<file path="src/rtl/miu_ahb_master_pipe.sv">
// ----------------------------------------------------------------------------
// miu_ahb_master_pipe
//   Pipelined AHB-Lite master that bridges the MIU request bus to an AHB-Lite
//   slave. The address phase of request N+1 overlaps the data phase of
//   request N. Write data is replicated across all byte lanes. Read data is
//   right-justified and zero-extended. One registered response is returned
//   per transfer, and it carries the HRESP error status. When CANCEL_ON_ERR
//   is set, a pending address phase is retracted on a two-cycle error
//   response and is re-issued afterwards.
//
// Ports
//   clk, reset            clock and synchronous active-high reset
//   bus_addr/valid/write/size/wdata, bus_ready   request channel
//   resp_valid/rdata/error                       response channel (registered)
//   HCLK, HRESETn, HADDR, HTRANS, HSIZE, HWRITE, HBURST, HMASTLOCK, HWDATA
//                                                AHB-Lite master outputs
//   HRDATA, HREADY, HRESP                        AHB-Lite slave returns
// ----------------------------------------------------------------------------
module miu_ahb_master_pipe #(
  parameter int HADDR_WIDTH   = 17,
  parameter int HDATA_WIDTH   = 64,
  parameter bit CANCEL_ON_ERR = 1'b1
) (
  input  logic                   clk,
  input  logic                   reset,
  input  logic [HADDR_WIDTH-1:0] bus_addr,
  input  logic                   bus_valid,
  input  logic                   bus_write,
  input  logic [1:0]             bus_size,
  input  logic [HDATA_WIDTH-1:0] bus_wdata,
  output logic                   bus_ready,
  output logic                   resp_valid,
  output logic [HDATA_WIDTH-1:0] resp_rdata,
  output logic                   resp_error,
  output logic                   HCLK,
  output logic                   HRESETn,
  output logic [HADDR_WIDTH-1:0] HADDR,
  output logic [1:0]             HTRANS,
  output logic [2:0]             HSIZE,
  output logic                   HWRITE,
  output logic [2:0]             HBURST,
  output logic                   HMASTLOCK,
  output logic [HDATA_WIDTH-1:0] HWDATA,
  input  logic [HDATA_WIDTH-1:0] HRDATA,
  input  logic                   HREADY,
  input  logic                   HRESP
);

  localparam int NBYTES    = HDATA_WIDTH / 8;
  localparam int LANE_BITS = $clog2(NBYTES);

  localparam logic [1:0] HTRANS_IDLE   = 2'b00;
  localparam logic [1:0] HTRANS_NONSEQ = 2'b10;

  // Address-phase stage (A)
  logic                   r_a_valid;
  logic [HADDR_WIDTH-1:0] r_a_addr;
  logic                   r_a_write;
  logic [1:0]             r_a_size;
  logic [HDATA_WIDTH-1:0] r_a_wdata;

  // Data-phase stage (D)
  logic                   r_d_valid;
  logic                   r_d_write;
  logic [1:0]             r_d_size;
  logic [LANE_BITS-1:0]   r_d_lane;
  logic [HDATA_WIDTH-1:0] r_d_wdata;

  // This flag is high during the second cycle of a two-cycle error response.
  // It is only ever set when CANCEL_ON_ERR is enabled.
  logic                   r_err_hold;

  logic                   r_resp_valid;
  logic                   r_resp_error;
  logic [HDATA_WIDTH-1:0] r_resp_rdata;

  logic                   w_bus_ready;
  logic                   w_accept;
  logic                   w_err_first;
  logic                   w_cancel;
  logic                   w_hold_a;
  logic [HDATA_WIDTH-1:0] w_wdata_rep;
  logic [HDATA_WIDTH-1:0] w_rd_shift;
  logic [HDATA_WIDTH-1:0] w_rd_data;

  // The first error cycle is seen while the slave is still stalling the data phase.
  assign w_err_first = r_d_valid & HRESP & ~HREADY;

  // The pending address phase is retracted for both error cycles.
  assign w_cancel    = CANCEL_ON_ERR & r_a_valid & (w_err_first | r_err_hold);

  // When the error completes, A has not been presented to the slave as a
  // valid transfer, so A stays in place instead of advancing.
  assign w_hold_a    = r_err_hold & r_a_valid;

  assign w_bus_ready = ~reset & (~r_a_valid | (HREADY & ~r_err_hold));
  assign w_accept    = bus_valid & w_bus_ready;

  // Write-data lane replication: each output byte takes source byte
  // (byte index mod transfer bytes), so every lane carries the data.
  genvar gi;
  generate
    for (gi = 0; gi < NBYTES; gi++) begin : g_lane
      assign w_wdata_rep[8*gi +: 8] =
        (bus_size == 2'd0) ? bus_wdata[7:0] :
        (bus_size == 2'd1) ? bus_wdata[8*(gi % 2) +: 8] :
        (bus_size == 2'd2) ? bus_wdata[8*(gi % 4) +: 8] :
                             bus_wdata[8*(gi % 8) +: 8];

      // Bytes beyond the transfer size are zeroed after right-justification.
      assign w_rd_data[8*gi +: 8] =
        (32'(gi) < (32'd1 << r_d_size)) ? w_rd_shift[8*gi +: 8] : 8'h00;
    end
  endgenerate

  assign w_rd_shift = HRDATA >> {r_d_lane, 3'b000};

  always_ff @(posedge clk) begin
    if (reset) begin
      r_a_valid    <= 1'b0;
      r_a_addr     <= '0;
      r_a_write    <= 1'b0;
      r_a_size     <= 2'd0;
      r_a_wdata    <= '0;
      r_d_valid    <= 1'b0;
      r_d_write    <= 1'b0;
      r_d_size     <= 2'd0;
      r_d_lane     <= '0;
      r_d_wdata    <= '0;
      r_err_hold   <= 1'b0;
      r_resp_valid <= 1'b0;
      r_resp_error <= 1'b0;
      r_resp_rdata <= '0;
    end else begin
      r_resp_valid <= 1'b0;
      r_resp_error <= 1'b0;
      r_resp_rdata <= '0;
      r_err_hold   <= CANCEL_ON_ERR & (w_err_first | (r_err_hold & ~HREADY));

      if (HREADY) begin
        if (r_d_valid) begin
          r_resp_valid <= 1'b1;
          r_resp_error <= HRESP;
          r_resp_rdata <= (HRESP | r_d_write) ? '0 : w_rd_data;
        end

        if (w_hold_a) begin
          // A stays in place so that it is re-driven as NONSEQ next cycle.
          r_d_valid <= 1'b0;
        end else begin
          r_d_valid <= r_a_valid;
          r_d_write <= r_a_write;
          r_d_size  <= r_a_size;
          r_d_lane  <= r_a_addr[LANE_BITS-1:0];
          r_d_wdata <= r_a_wdata;
          if (w_accept) begin
            r_a_valid <= 1'b1;
            r_a_addr  <= bus_addr;
            r_a_write <= bus_write;
            r_a_size  <= bus_size;
            r_a_wdata <= w_wdata_rep;
          end else begin
            r_a_valid <= 1'b0;
          end
        end
      end else if (w_accept) begin
        // This is only reachable when A is empty, so nothing is overwritten.
        r_a_valid <= 1'b1;
        r_a_addr  <= bus_addr;
        r_a_write <= bus_write;
        r_a_size  <= bus_size;
        r_a_wdata <= w_wdata_rep;
      end
    end
  end

  assign bus_ready  = w_bus_ready;
  assign resp_valid = r_resp_valid;
  assign resp_error = r_resp_error;
  assign resp_rdata = r_resp_rdata;

  assign HCLK      = clk;
  assign HRESETn   = ~reset;
  assign HADDR     = r_a_addr;
  assign HTRANS    = (r_a_valid & ~w_cancel) ? HTRANS_NONSEQ : HTRANS_IDLE;
  assign HSIZE     = {1'b0, r_a_size};
  assign HWRITE    = r_a_write;
  assign HBURST    = 3'b000;
  assign HMASTLOCK = 1'b0;
  assign HWDATA    = r_d_wdata;

endmodule
</file>
<file path="config.mk">
export PLATFORM = sky130hd
export DESIGN_NAME = miu_ahb_master_pipe
export DESIGN_NICKNAME = d
export VERILOG_FILES = /design/src/rtl/miu_ahb_master_pipe.sv
export SDC_FILE = /design/constraint.sdc
export NUM_CORES = 1
export LEC_CHECK = 0
export CORE_MARGIN = 3
export CORE_UTILIZATION = 25
export CTS_BUF_LIST = sky130_fd_sc_hd__clkbuf_16
export DETAILED_ROUTE_END_ITERATION = 10
export PLACE_DENSITY = 0.55
export SKIP_CTS_REPAIR_TIMING = 1
export SYNTH_ARGS = -nofsm -noshare
export SYNTH_HDL_FRONTEND = slang
export SYNTH_SLANG_ARGS = --single-unit
</file>
<file path="constraint.sdc">
create_clock -name clk -period 2.07 [get_ports clk]
set_input_delay 0.3105 -clock clk [delete_from_list [all_inputs] [get_ports clk]]
set_output_delay 0.3105 -clock clk [all_outputs]
set_load 0.1 [all_outputs]
</file>
==> qor.yml <==
status: "finished, final reports clean"
synth_edf_count: 0
drtIter0Drc: 548
comb_power_share: 0.180
drcViolationCount: 0
coreArea_mm2: 0.0369
cts.reportedPaths.clkPinSlew_ns: 0.06
period_needed_ns: 1.96
grt_antenna_before_repair: 1
cp_cell_sequence: "nand2b_4 > buf_4 > a21oi_2 > buf_12"
syn_area_per_cell_um2: 8.35
switchingPower_uw: 3620
total_power_uw: 11800
max_freq_mhz: 510
io-pin-count: 313
p_clk_frac: 0.432
tightest_slew_ns: 0.922
cts_tree: "built"
dp_hpwl_um: 30100
drive_gt1_frac: 0.225
io_buffers: 306
start_kind: "flip-flop"
p_per_area_mw_per_mm2: 852
path_delay_family: "flip-flops"
slowest_stage: "dfxtp_1"
drv_cap: 0
grt_overflow: 0
hold_viol: 0
n_antenna_cell: 0
grt_pass1_wl_um: 57000
fin_cells: 1956
grt_pass1_vias: 9146
postSynthCellCount: 1125
die-area_mm2: 0.0400
dr.pass1.iters: 5
critPathMaxStageDelay_ns: 0.34
grt_max_degree: 87
power.share.sequential: 0.388
timing.critical_path.buf_inv: 2
yosys_warnings: 0
rows: 70
ys.flop_type: "dfxtp_1"
die_y_um: 200
seq_area_frac_synth: 0.475
use_met2: 0.329
crit_type: "flip-flop to primary output"
post-place-cells: 1903
grt_use_total: 0.187
holdWs_ns: 0.0693
clock_skew_ns: 0.0245
synthMuxAreaShare: 0.106
path_max_fanout: 4
synth_xor_area_frac: 0
vias: 9097
ir_worst_vdd_mv: 0.536
synthToLayoutAreaGrowth_pct: 47.4
place_congestion: 0.935
rsz0062_at_grt: "false"
busiest_layer: "met2"
clk_latency_ns: 0.65
start_util: 0.255
post-route-util: 0.376
post_drt_wl_per_cell_um: 20.0
met3_usage: 0.0451
synth_top_family_by_area: "simple AND/OR/NAND/NOR gates"
viasPerCell: 4.65
ant_nets: 0
required_ns: 1.76
synth.distinct_cells: 39
critPathArrivalTime_ns: 1.65
drt_wl_total_um: 39100
async_flop_share: 0
die_x_um: 200
hold_path.class: "input port to flip-flop"
p_int_uw: 8180
relSlewSlack: 0.385
synth.ff_latch_count: 223
synth_adder_area_share: 0
synth_area_mm2: 0.00940
synth_compound_area_frac: 0.176
period_share: 0.948
final_max_slew_viol_count: 0
grtUsageMet1: 0.229
p_leak_uw: 0.00555
setup_viol: 0
sw_frac_of_total: 0.307
synthSimpleGateAreaFrac: 0.190
cp-end-kind: "primary output"
nNetsFinal: 1584
-- worst min-delay path: cells and delay by family --
kind	cells	cell delay (ns)
buffers and inverters	1	0.18
AND/OR/NAND/NOR	1	0.10
AO/OA/AOI/OAI	1	0.08
-- path summary, 6_finish.rpt --
kind	start	end	slack, ns	depth (start not counted)
setup / recovery	r_err_hold$_SDFF_PP0_	bus_ready	0.11	4
hold / removal	bus_size[1]	r_a_wdata[32]$_SDFFE_PP0P_	0.07	3
setup reg to reg	r_d_lane[1]$_SDFFE_PP0P_	resp_rdata[10]$_SDFF_PP0_	0.36	5
hold reg to reg	r_a_wdata[26]$_SDFFE_PP0P_	HWDATA[26]$_SDFFE_PP0P_	0.44	2
-- through the flow --
step                      setup TNS, ns  worst slack (ns)  cell area (µm²)
after global routing                  0            0.0551            13900
after floorplan                       0            0.0392             9420
after CTS                        -0.481            -0.481            13800
after detailed placement         -0.301            -0.215            12900
final                                 0             0.108            13900
after global placement           -0.215            -0.215            12900
-- synthesized netlist by cell type, types with 3 or more instances --
cell type	instances	area, µm²
a311oi_1	16	140
nand2b_1	21	131
nor2b_2	8	70.1
buf_1	3	11.3
or2_2	8	50.1
nand3_1	11	55.1
o211ai_1	22	165
inv_1	9	33.8
a22oi_1	3	22.5
nor2b_1	5	31.3
and2_1	11	68.8
a211oi_1	16	120
clkbuf_1	49	184
a21oi_1	151	756
mux2_2	38	428
o21ai_0	30	150
nor2_1	84	315
mux2i_1	57	571
a31oi_1	14	87.6
buf_4	13	97.6
dfxtp_1	223	4460
nand2_1	265	995
buf_2	30	150
o22ai_1	16	100
a221oi_1	8	70.1
-- layout make-up --
cell class,instances,area [µm²]
clock inverter,23,173
timing repair buffer,364,3290
clock buffer,31,776
sequential,223,4470
inverter,9,33.8
fill,3795,23000
multi-input combinational,802,4490
tap,504,631
-- sequential cells by signal, summed over array words and instances, names as in the netlist, 2 cells and up --
signal / count
r_a_wdata: 64
r_d_lane: 3
HWDATA: 64
r_a_size: 2
resp_rdata: 64
r_d_size: 2
HADDR: 17
-- layer usage --
layer | vias to the layer above | share of wire
met2 | 394 | 0.48
met4 | 2 | 0.027
met1 | 4188 | 0.41
met5 | - | 0.00033
li1 | 4451 | -
met3 | 62 | 0.083
-- cell usage in the layout, fill, tap and decap left out, types with 3 or more instances in the layout --
master and instances:
dfxtp_2 3, o22ai_1 16, o211ai_1 22, buf_12 15
nand2_1 264, dfxtp_1 220, clkinv_2 6, clkinv_1 3
inv_1 15, mux2_2 38, a21oi_1 150, a22oi_1 3
a31oi_1 14, nor2_1 84, or2_2 8, nand3_1 11
nand2b_1 20, nor2b_1 5, o21ai_0 30, conb_1 6
nor2b_2 8, buf_4 198, a311oi_1 16, and2_1 10
clkdlybuf4s50_1 149, a211oi_1 16, clkinvlp_4 3, a221oi_1 8
mux2i_1 57, clkbuf_16 31
-- power groups by stage --
stage	Sequential, µW	Clock [µW]	Combinational, µW
floorplan	5170	182	758
global placement	4670	190	2130
detailed placement	4670	190	2130
CTS	4580	5190	2140
global route	4600	5430	2250
finish	4580	5100	2120
-- logic make-up after synthesis --
kind of cell | count (synthesis)
other | 1
and+or+nand+nor | 420
buffers and inverters | 105
DFF | 223
AOI/OAI and AO/OA | 281
muxes | 95
Power figures use the tool's default switching activity.
